--- src/rtl/prbs_gen.sv ---
// Fibonacci LFSR word generator with run/stop control, bounded bursts and a valid/ready output.
// Define PRBS_CHECKER_EN to add a companion LFSR that counts mismatches on a returned pattern.
module prbs_gen #(
   parameter int          LFSR_LEN     = 32,
   parameter logic [63:0] TAP_MASK     = 64'h8020_0003,
   parameter int          OUT_W        = 32,
   parameter logic [63:0] SEED_DEFAULT = 64'h0000_ACE1
) (
   input  logic                i_aclk,
   input  logic                i_aresetn,
   input  logic                i_start,
   input  logic                i_stop,
   input  logic                i_seed_load,
   input  logic [LFSR_LEN-1:0] i_seed,
   input  logic [15:0]         i_len,
   output logic [OUT_W-1:0]    o_tdata,
   output logic                o_tvalid,
   input  logic                i_tready,
   output logic                o_tlast,
   output logic                o_busy,
`ifdef PRBS_CHECKER_EN
   input  logic                i_chk_valid,
   input  logic [OUT_W-1:0]    i_chk_data,
   output logic [15:0]         o_chk_err,
`endif
   output logic                o_done
);

   localparam logic [LFSR_LEN-1:0] L_TAPS = TAP_MASK[LFSR_LEN-1:0];
   localparam logic [LFSR_LEN-1:0] L_SEED = SEED_DEFAULT[LFSR_LEN-1:0];

   // OUT_W single-bit shifts chained in one cycle; the new bit enters at bit 0.
   function automatic logic [LFSR_LEN-1:0] adv(input logic [LFSR_LEN-1:0] s);
      logic [LFSR_LEN-1:0] v;
      logic                fb;
      v = s;
      for (int k = 0; k < OUT_W; k++) begin
         fb = ^(v & L_TAPS);
         v  = {v[LFSR_LEN-2:0], fb};
      end
      return v;
   endfunction

   typedef enum logic {S_IDLE = 1'b0, S_RUN = 1'b1} state_t;

   state_t              r_fsm;
   state_t              w_fsm_nxt;
   logic [LFSR_LEN-1:0] r_lfsr;
   logic [LFSR_LEN-1:0] w_lfsr_nxt;
   logic [15:0]         r_rem;
   logic [15:0]         w_rem_nxt;
   logic                r_bounded;
   logic                w_bounded_nxt;
   logic                r_tlast;
   logic                w_tlast_nxt;
   logic                r_done;
   logic                w_done_nxt;
   logic                w_idle;
   logic                w_seed_take;
   logic [LFSR_LEN-1:0] w_seed_eff;
   logic [LFSR_LEN-1:0] w_adv_src;
   logic [LFSR_LEN-1:0] w_adv;

   assign w_idle      = (r_fsm == S_IDLE);
   assign w_seed_take = w_idle & i_seed_load;
   assign w_seed_eff  = (i_seed == '0) ? L_SEED : i_seed;
   // A seed arriving with start is advanced directly, so one adv() serves both paths.
   assign w_adv_src   = w_seed_take ? w_seed_eff : r_lfsr;
   assign w_adv       = adv(w_adv_src);

   // State register
   always_ff @(posedge i_aclk or negedge i_aresetn) begin
      if (!i_aresetn) r_fsm <= S_IDLE;
      else            r_fsm <= w_fsm_nxt;
   end

   // Next-state logic; stop outranks a simultaneous handshake.
   always_comb begin
      w_fsm_nxt = r_fsm;
      case (r_fsm)
         S_IDLE: if (i_start) w_fsm_nxt = S_RUN;
         S_RUN: begin
            if (i_stop)                   w_fsm_nxt = S_IDLE;
            else if (i_tready && r_tlast) w_fsm_nxt = S_IDLE;
         end
         default: w_fsm_nxt = S_IDLE;
      endcase
   end

   // Output/datapath next values, registered below.
   always_comb begin
      w_lfsr_nxt    = r_lfsr;
      w_rem_nxt     = r_rem;
      w_bounded_nxt = r_bounded;
      w_tlast_nxt   = r_tlast;
      w_done_nxt    = 1'b0;
      case (r_fsm)
         S_IDLE: begin
            if (i_start) begin
               w_lfsr_nxt    = w_adv;
               w_rem_nxt     = i_len;
               w_bounded_nxt = (i_len != 16'd0);
               w_tlast_nxt   = (i_len == 16'd1);
            end else if (i_seed_load) begin
               w_lfsr_nxt = w_seed_eff;
            end
         end
         S_RUN: begin
            if (i_stop) begin
               w_tlast_nxt = 1'b0;
            end else if (i_tready) begin
               if (r_tlast) begin
                  w_tlast_nxt = 1'b0;
                  w_done_nxt  = 1'b1;
               end else begin
                  w_lfsr_nxt = w_adv;
                  if (r_bounded) begin
                     w_rem_nxt   = r_rem - 16'd1;
                     w_tlast_nxt = (r_rem == 16'd2);
                  end
               end
            end
         end
         default: w_done_nxt = 1'b0;
      endcase
   end

   always_ff @(posedge i_aclk or negedge i_aresetn) begin
      if (!i_aresetn) begin
         r_lfsr    <= L_SEED;
         r_rem     <= 16'd0;
         r_bounded <= 1'b0;
         r_tlast   <= 1'b0;
         r_done    <= 1'b0;
      end else begin
         r_lfsr    <= w_lfsr_nxt;
         r_rem     <= w_rem_nxt;
         r_bounded <= w_bounded_nxt;
         r_tlast   <= w_tlast_nxt;
         r_done    <= w_done_nxt;
      end
   end

   assign o_tdata  = r_lfsr[OUT_W-1:0];
   assign o_tvalid = (r_fsm == S_RUN);
   assign o_busy   = (r_fsm == S_RUN);
   assign o_tlast  = r_tlast;
   assign o_done   = r_done;

`ifdef PRBS_CHECKER_EN
   logic [LFSR_LEN-1:0] r_chk_lfsr;
   logic [15:0]         r_chk_err;
   logic [LFSR_LEN-1:0] w_chk_adv;
   logic                w_chk_miss;

   assign w_chk_adv  = adv(r_chk_lfsr);
   assign w_chk_miss = (i_chk_data != w_chk_adv[OUT_W-1:0]);

   // Reseeds together with the generator so a looped-back stream lines up word for word.
   always_ff @(posedge i_aclk or negedge i_aresetn) begin
      if (!i_aresetn) begin
         r_chk_lfsr <= L_SEED;
         r_chk_err  <= 16'd0;
      end else if (w_seed_take) begin
         r_chk_lfsr <= w_seed_eff;
         r_chk_err  <= 16'd0;
      end else if (i_chk_valid) begin
         r_chk_lfsr <= w_chk_adv;
         if (w_chk_miss && (r_chk_err != 16'hFFFF)) r_chk_err <= r_chk_err + 16'd1;
      end
   end

   assign o_chk_err = r_chk_err;
`endif

endmodule

--- config.mk ---
export PLATFORM = sky130hd
export DESIGN_NAME = prbs_gen
export DESIGN_NICKNAME = d
export VERILOG_FILES = /design/src/rtl/prbs_gen.sv
export SDC_FILE = /design/constraint.sdc
export NUM_CORES = 1
export LEC_CHECK = 0
export BUFFER_PORTS_ARGS = -buffer_cell sky130_fd_sc_hd__buf_4
export CAP_MARGIN = 10
export CORE_MARGIN = 5
export CORE_UTILIZATION = 35
export DETAILED_ROUTE_END_ITERATION = 16
export PLACE_DENSITY = 0.62
export SETUP_SLACK_MARGIN = 0.02
export SYNTH_ARGS = -nofsm -noshare
export SYNTH_HDL_FRONTEND = slang
export SYNTH_SLANG_ARGS = --single-unit
--- constraint.sdc ---
create_clock -name i_aclk -period 3.6 [get_ports i_aclk]
set_input_delay 0.72 -clock i_aclk [delete_from_list [all_inputs] [get_ports i_aclk]]
set_output_delay 0.72 -clock i_aclk [all_outputs]
set_load 0.005 [all_outputs]
==> flow_summary_export.csv, run 1 <==
group,metric,value,unit
outcome,status,"complete, no violations",
route,highest_layer,"met4",
yosys,async_flop_share,100,%
setup_path,crit_chain,"buf_4, nor4_4, buf_4, nand4_4, o21bai_2, xor2_1, a21oi_1, buf_4, xnor3_2, xnor3_2, xnor2_4, xnor2_2, xor3_1, nand2_1, a21oi_2",
sta,fin_ws,0.0281,ns
cts,clk_path_buf_depth,2,
yosys,synthTopCellsByArea,"dfrtp_1 24%, xnor2_1 12%, xor2_1 7.9%",
finish,layout_commonest_cell,"buf_4",
sta,skew,0.00639,ns
placed_design,dp_hpwl,12300,um
finish,drive_gt1_share,36.1,%
route,wirelength_met1,7130,um
route,via_per_inst,5.24,
cts,cts_htree_levels,2,
cts,cts.sinks,52,
setup_path,cp-start-kind,"primary input",
placed_design,dp_slack,-0.451,ns
grt,grt_max_degree,53,
route,drt_iter0_drc,360,
yosys,syn_avg_cell_area,8.32,sq um
floorplanning,die_h,125,um
floorplanning,die_x,125,um
route,wl_met3,868,um
yosys,syn_area,4640,sq um
setup_path,crit_path_max_incr_delay,0.38,ns
route,dr.pass1.iters,5,
route,avgRoutedWirePerCell,17.8,um
cts,cts-hold-fix-buffers,0,
floorplanning,start_util,35.3,%
sta,fmax,280,MHz
route,ant_nets,0,
placed_design,gp_congestion,0.908,
sta,min_period,3.57,ns
hold_path,hp-class,"in -> async",
cts,cts_buffers,5,
yosys,synth_nets,614,
setup_path,end_kind,"register",
cts,worstSkewPairLatency,0.31,ns
sta,hold_viol_final,0,
placed_design,port_buffers,89,
sta,worst_slew_pin_slew,0.735,ns
finish,diodes,0,
route,wl_met2,7780,um
route,wirelength,16200,um
finish,layout.nets,790,
yosys,yosysWarnings,0,
floorplanning,die-area,15700,sq um
yosys,synth_top_area_share,23.7,%
job,drv_cap,0,
floorplanning,fp.coreArea,13100,sq um
route,vias,4776,
cts,cts.reportedPaths.clkPinSlew,0.08,ns
setup_path,path_max_fanout,6,
floorplanning,ioPinCount,90,
grt,grtUsageTotal,20.1,%
sta,rsz0062_at_grt,"true",
finish,mostFrequentLayoutCells,"200 x buf_4, 67 x nand2_1, 58 x xnor2_1",
sta,drv_slew,0,
yosys,netlist_instances,558,
floorplanning,placementRows,42,
cts,root_buffer,"clkbuf_16",
yosys,yosysSeqAreaShare,28.3,%
grt,grt_pass1_vias,4674,
setup_path,reg2reg_depth,13,
sta,fin_crit_sh,99.2,%
sta,max-slew-margin-rel,50.7,%
grt,antenna_found_initial,0,
yosys,synth_seq_cells,52,
setup_path,worstPathArrival,3.82,ns
yosys,synth_edf_count,0,
finish,area_delta_synth_final,42.2,%
cts,tritoncts,"yes",
yosys,ys_types,60,
yosys,synth_area_leader_cell,"dfrtp_1",
grt,grt_pass1_wl,25200,um
sta,setup_viol,0,
setup_path,cp.required,3.84,ns
grt,grt.overflow.total,0,
setup_path,cpMostUsedCell,"buf_4",
yosys,synth_top_flop_cell,"dfrtp_1",
route,remaining_drc_errors,0,
setup_path,path_class,"in -> reg",
setup_path,crit_slowest_cell,"xnor3_2",
==> kinds of logic (layout without fill, tap and decap cells) <==
| kind of cell | Yosys count | count (layout) | synth area share (%) |
|---|---|---|---|
| adders and majority gates | 2 | 2 | 0.539 |
| muxes | 13 | 13 | 3.05 |
| xor gates and xnor gates | 123 | 123 | 27.9 |
| buffers and inverters | 41 | 218 | 4.15 |
| DFF | 52 | 52 | 28.3 |
| and+or+nand+nor | 183 | 183 | 18.4 |
| AOI/OAI and AO/OA | 144 | 144 | 17.7 |
==> synthesized netlist by cell type (3+ instances only) <==
cell / count
o21bai_1: 3
xnor2_1: 64
xnor3_1: 3
nand2b_1: 3
mux2i_1: 10
nor2b_1: 3
nand2_1: 67
xor2_1: 42
o211ai_1: 3
clkbuf_1: 22
nor4_1: 14
inv_1: 8
a31oi_1: 8
dfstp_2: 8
o21ai_0: 55
xor3_1: 4
mux2i_2: 3
xnor3_2: 4
nor2_1: 56
nor3_1: 8
xnor2_2: 5
a21oi_1: 44
buf_4: 4
nand3_1: 15
dfrtp_1: 44
o22ai_1: 15
buf_2: 4
==> critical path: cells and delay by family <==
kind / cells / cell delay (ns)
compound gates: 3 / 0.50
xor+xnor: 6 / 1.53
buf+inv: 3 / 0.48
simple gates: 3 / 0.58
==> worst paths after layout <==
kind	slack, ns	start	to
max	0.03	i_seed[21]	o_tdata[0]
min	0.47	i_aresetn	o_tdata[16]
max reg2reg	0.18	o_busy	o_tdata[0]
min reg2reg	0.52	o_tdata[6]	o_tdata[6]
max in group asynchronous	2.65	i_aresetn	o_tdata[3]
min in group i_aclk	0.52	o_tdata[6]	o_tdata[6]
==> layer usage <==
| metal | track usage (%) | up-vias |
|---|---|---|
| li1 | - | 2300 |
| met1 | 26.6 | 2290 |
| met2 | 33.2 | 161 |
| met3 | 4.26 | 25 |
| met4 | 6.12 | 0 |
| met5 | 0 | - |
==> registers in the layout (all words and copies together) (netlist names) <==
name / flops
o_busy: 1
o_tdata: 32
r_bounded: 1
o_tlast: 1
r_rem: 16
o_done: 1
==> stage by stage <==
stage | instance area [sq um] | hold slack (ns) | TNS [ns] | util [%] | std cells
3_5_place_dp | 6320 | 0.508 | -5.45 | 48.1 | 894
5_1_grt | 6600 | 0.527 | -0.227 | 50.2 | 911
2_1_floorplan | 4790 | 0.424 | -0.00534 | - | 558
3_3_place_gp | 6320 | 0.494 | -4.89 | 48.1 | 894
6_report | 6600 | 0.470 | 0 | 50.2 | 911
4_1_cts | 6530 | 0.485 | 0 | 49.7 | 906
==> repair_timing <==
item                       in CTS  in global routing
gates resized for setup         5                  7
pin swaps                       6                  7
setup buffers                   4                  5
setup endpoints to repair      11                 14
==> layout make-up <==
cell class | count | area (sq um)
clock buffers | 5 | 125
flip-flops and latches | 52 | 1310
clock inverters | 3 | 25.0
fillers | 1273 | 6540
inverters | 8 | 30.0
well taps | 176 | 220
multi-input cells | 465 | 3350
repair buffers | 202 | 1540
Power of run 1 is left out: the tool's default activity adds up to more than one toggle a clock period on the data nets, which glitch-free logic cannot reach.
==> run 2: changes to the inputs <==
Settings changed: PLACE_DENSITY 0.62 to 0.6.
Clock period 3.6 ns to 3.8 ns, I/O delays scaled along.
==> run 2 against run 1 <==
Clock skew rose by 0.0060 ns. Count of clock-buffer cells in the layout unchanged. Sequential share of layout area decreased by 0.079 points. Register-to-register slack gained 0.11 ns. Cell count fell by 0.33%. Sequential cell count is the same. Critical endpoint is now o_tdata[2].
==> flow_summary_export.csv, run 2 (synthesized netlist as in run 1, its figures left out) <==
group,metric,value,unit
outcome,status,"complete, no violations",
cts,root_buffer,"clkbuf_16",
finish,diodes,0,
sta,fmax,272,MHz
finish,drive_gt1_share,35.9,%
floorplanning,fp.coreArea,13100,sq um
cts,cts_buffers,5,
route,vias,4661,
route,avgRoutedWirePerCell,17.1,um
setup_path,path_max_fanout,3,
cts,cts.reportedPaths.clkPinSlew,0.09,ns
setup_path,r2r_start,"o_tdata[1]",
route,ant_nets,0,
setup_path,cp-start-kind,"primary input",
cts,clk_path_buf_depth,2,
floorplanning,die-area,15700,sq um
grt,antenna_found_initial,0,
route,remaining_drc_errors,0,
route,via_per_inst,5.13,
sta,setup_viol,0,
cts,worstSkewPairLatency,0.31,ns
setup_path,worstPathArrival,3.91,ns
setup_path,reg2reg_depth,12,
cts,cts-hold-fix-buffers,0,
cts,tritoncts,"yes",
grt,grt_pass1_wl,24300,um
sta,hold_viol_final,0,
setup_path,crit_slowest_cell,"xnor3_2",
sta,min_period,3.68,ns
floorplanning,placementRows,42,
sta,skew,0.0124,ns
grt,grt_max_degree,53,
setup_path,cp.required,4.03,ns
finish,mostFrequentLayoutCells,"192 x buf_4, 67 x nand2_1, 58 x xnor2_1",
placed_design,place_inst,884,
job,drv_cap,0,
placed_design,dp_hpwl,11700,um
setup_path,crit_path_max_incr_delay,0.50,ns
setup_path,endpoint,"o_tdata[2]",
cts,cts_htree_levels,2,
finish,fin_util,50.4,%
grt,grtUsageTotal,19.0,%
placed_design,port_buffers,89,
setup_path,worst-r2r-setup-slack,0.29,ns
floorplanning,die_x,125,um
finish,stdcell_count,908,
floorplanning,ioPinCount,90,
floorplanning,die_h,125,um
sta,fin_crit_sh,96.8,%
setup_path,r2r_end,"o_tdata[0]",
setup_path,worstSetupStartpoint,"i_seed[30]",
grt,grt_pass1_vias,4553,
route,wirelength,15500,um
setup_path,end_kind,"register",
finish,area_delta_synth_final,42.8,%
finish,fillCellCount,1245,
finish,largest_reg_flops,32,
cts,cts.sinks,52,
sta,setup_tns,0,ns
sta,drv_slew,0,
hold_path,hp-class,"in -> async",
placed_design,gp_congestion,0.890,
sta,hold_ws,0.514,ns
finish,layout_commonest_cell,"buf_4",
route,drt_iter0_drc,319,
setup_path,path_class,"in -> reg",
grt,grt.overflow.total,0,
floorplanning,start_util,35.3,%
finish,layout.nets,787,
sta,worst_slew_pin_slew,0.868,ns
sta,max-slew-margin-rel,42.1,%
setup_path,crit_chain,"buf_4, buf_4, xor2_1, mux2i_2, xnor2_2, xnor2_2, buf_4, xnor2_4, xnor3_2, xnor3_2, xnor3_2, xnor2_4, xor2_1, nor2_1, o21ai_1",
route,dr.pass1.iters,5,
## run 2: cell types whose count changed in the layout (fill, tap and decap cells not counted), sizes merged
cell,previous run,this run
clkinvlp,1,0
buf,202,199
inv,10,11
## run 2: worst min path at each step
stage	cells past startpoint	endpoint	slack (ns)
finish	1	o_tdata[9]	0.51
global route	2	o_tdata[7]	0.53
CTS	2	o_tdata[6]	0.52
detailed placement	2	o_tdata[6]	0.50
global placement	2	o_tdata[23]	0.50
floorplan	0	o_busy	0.46
## run 2: area by class of cell
class	count	area, sq um	share of cell area (%)
inverters	8	30.0	0.453
clock inverters	3	28.8	0.434
repair buffers	199	1550	23.3
flip-flops and latches	52	1310	19.8
clock buffers	5	125	1.89
multi-input cells	465	3360	50.8
well taps	176	220	3.32
## run 2: worst max-delay path, delay by kind of cell
family,cells,cell delay [ns]
multiplexers,1,0.29
XOR/XNOR,9,2.21
buffers and inverters,3,0.43
AND/OR/NAND/NOR,1,0.06
AO/OA/AOI/OAI,1,0.14
## run 2: per-stage QoR
stage | worst slack, ns | cell area, sq um
detailed placement | -0.273 | 6190
global placement | -0.268 | 6190
CTS | 0.0271 | 6340
floorplan | 0.0203 | 4700
finish | 0.121 | 6630
global route | -0.0448 | 6630
## run 2: routing by layer
| layer | track usage, % | vias to the layer above | routed length, um |
|---|---|---|---|
| li1 | - | 2286 | - |
| met4 | 5.04 | 0 | 286 |
| met1 | 25.2 | 2221 | 6870 |
| met2 | 32.0 | 136 | 7600 |
| met5 | 0 | - | 0 |
| met3 | 3.33 | 18 | 793 |
## run 2: what timing repair did
action / CTS / global route
buffers inserted: 0 / 16
endpoints found under the setup margin: 0 / 16
resized for setup: 0 / 28
Power of run 2 is left out for the same reason.
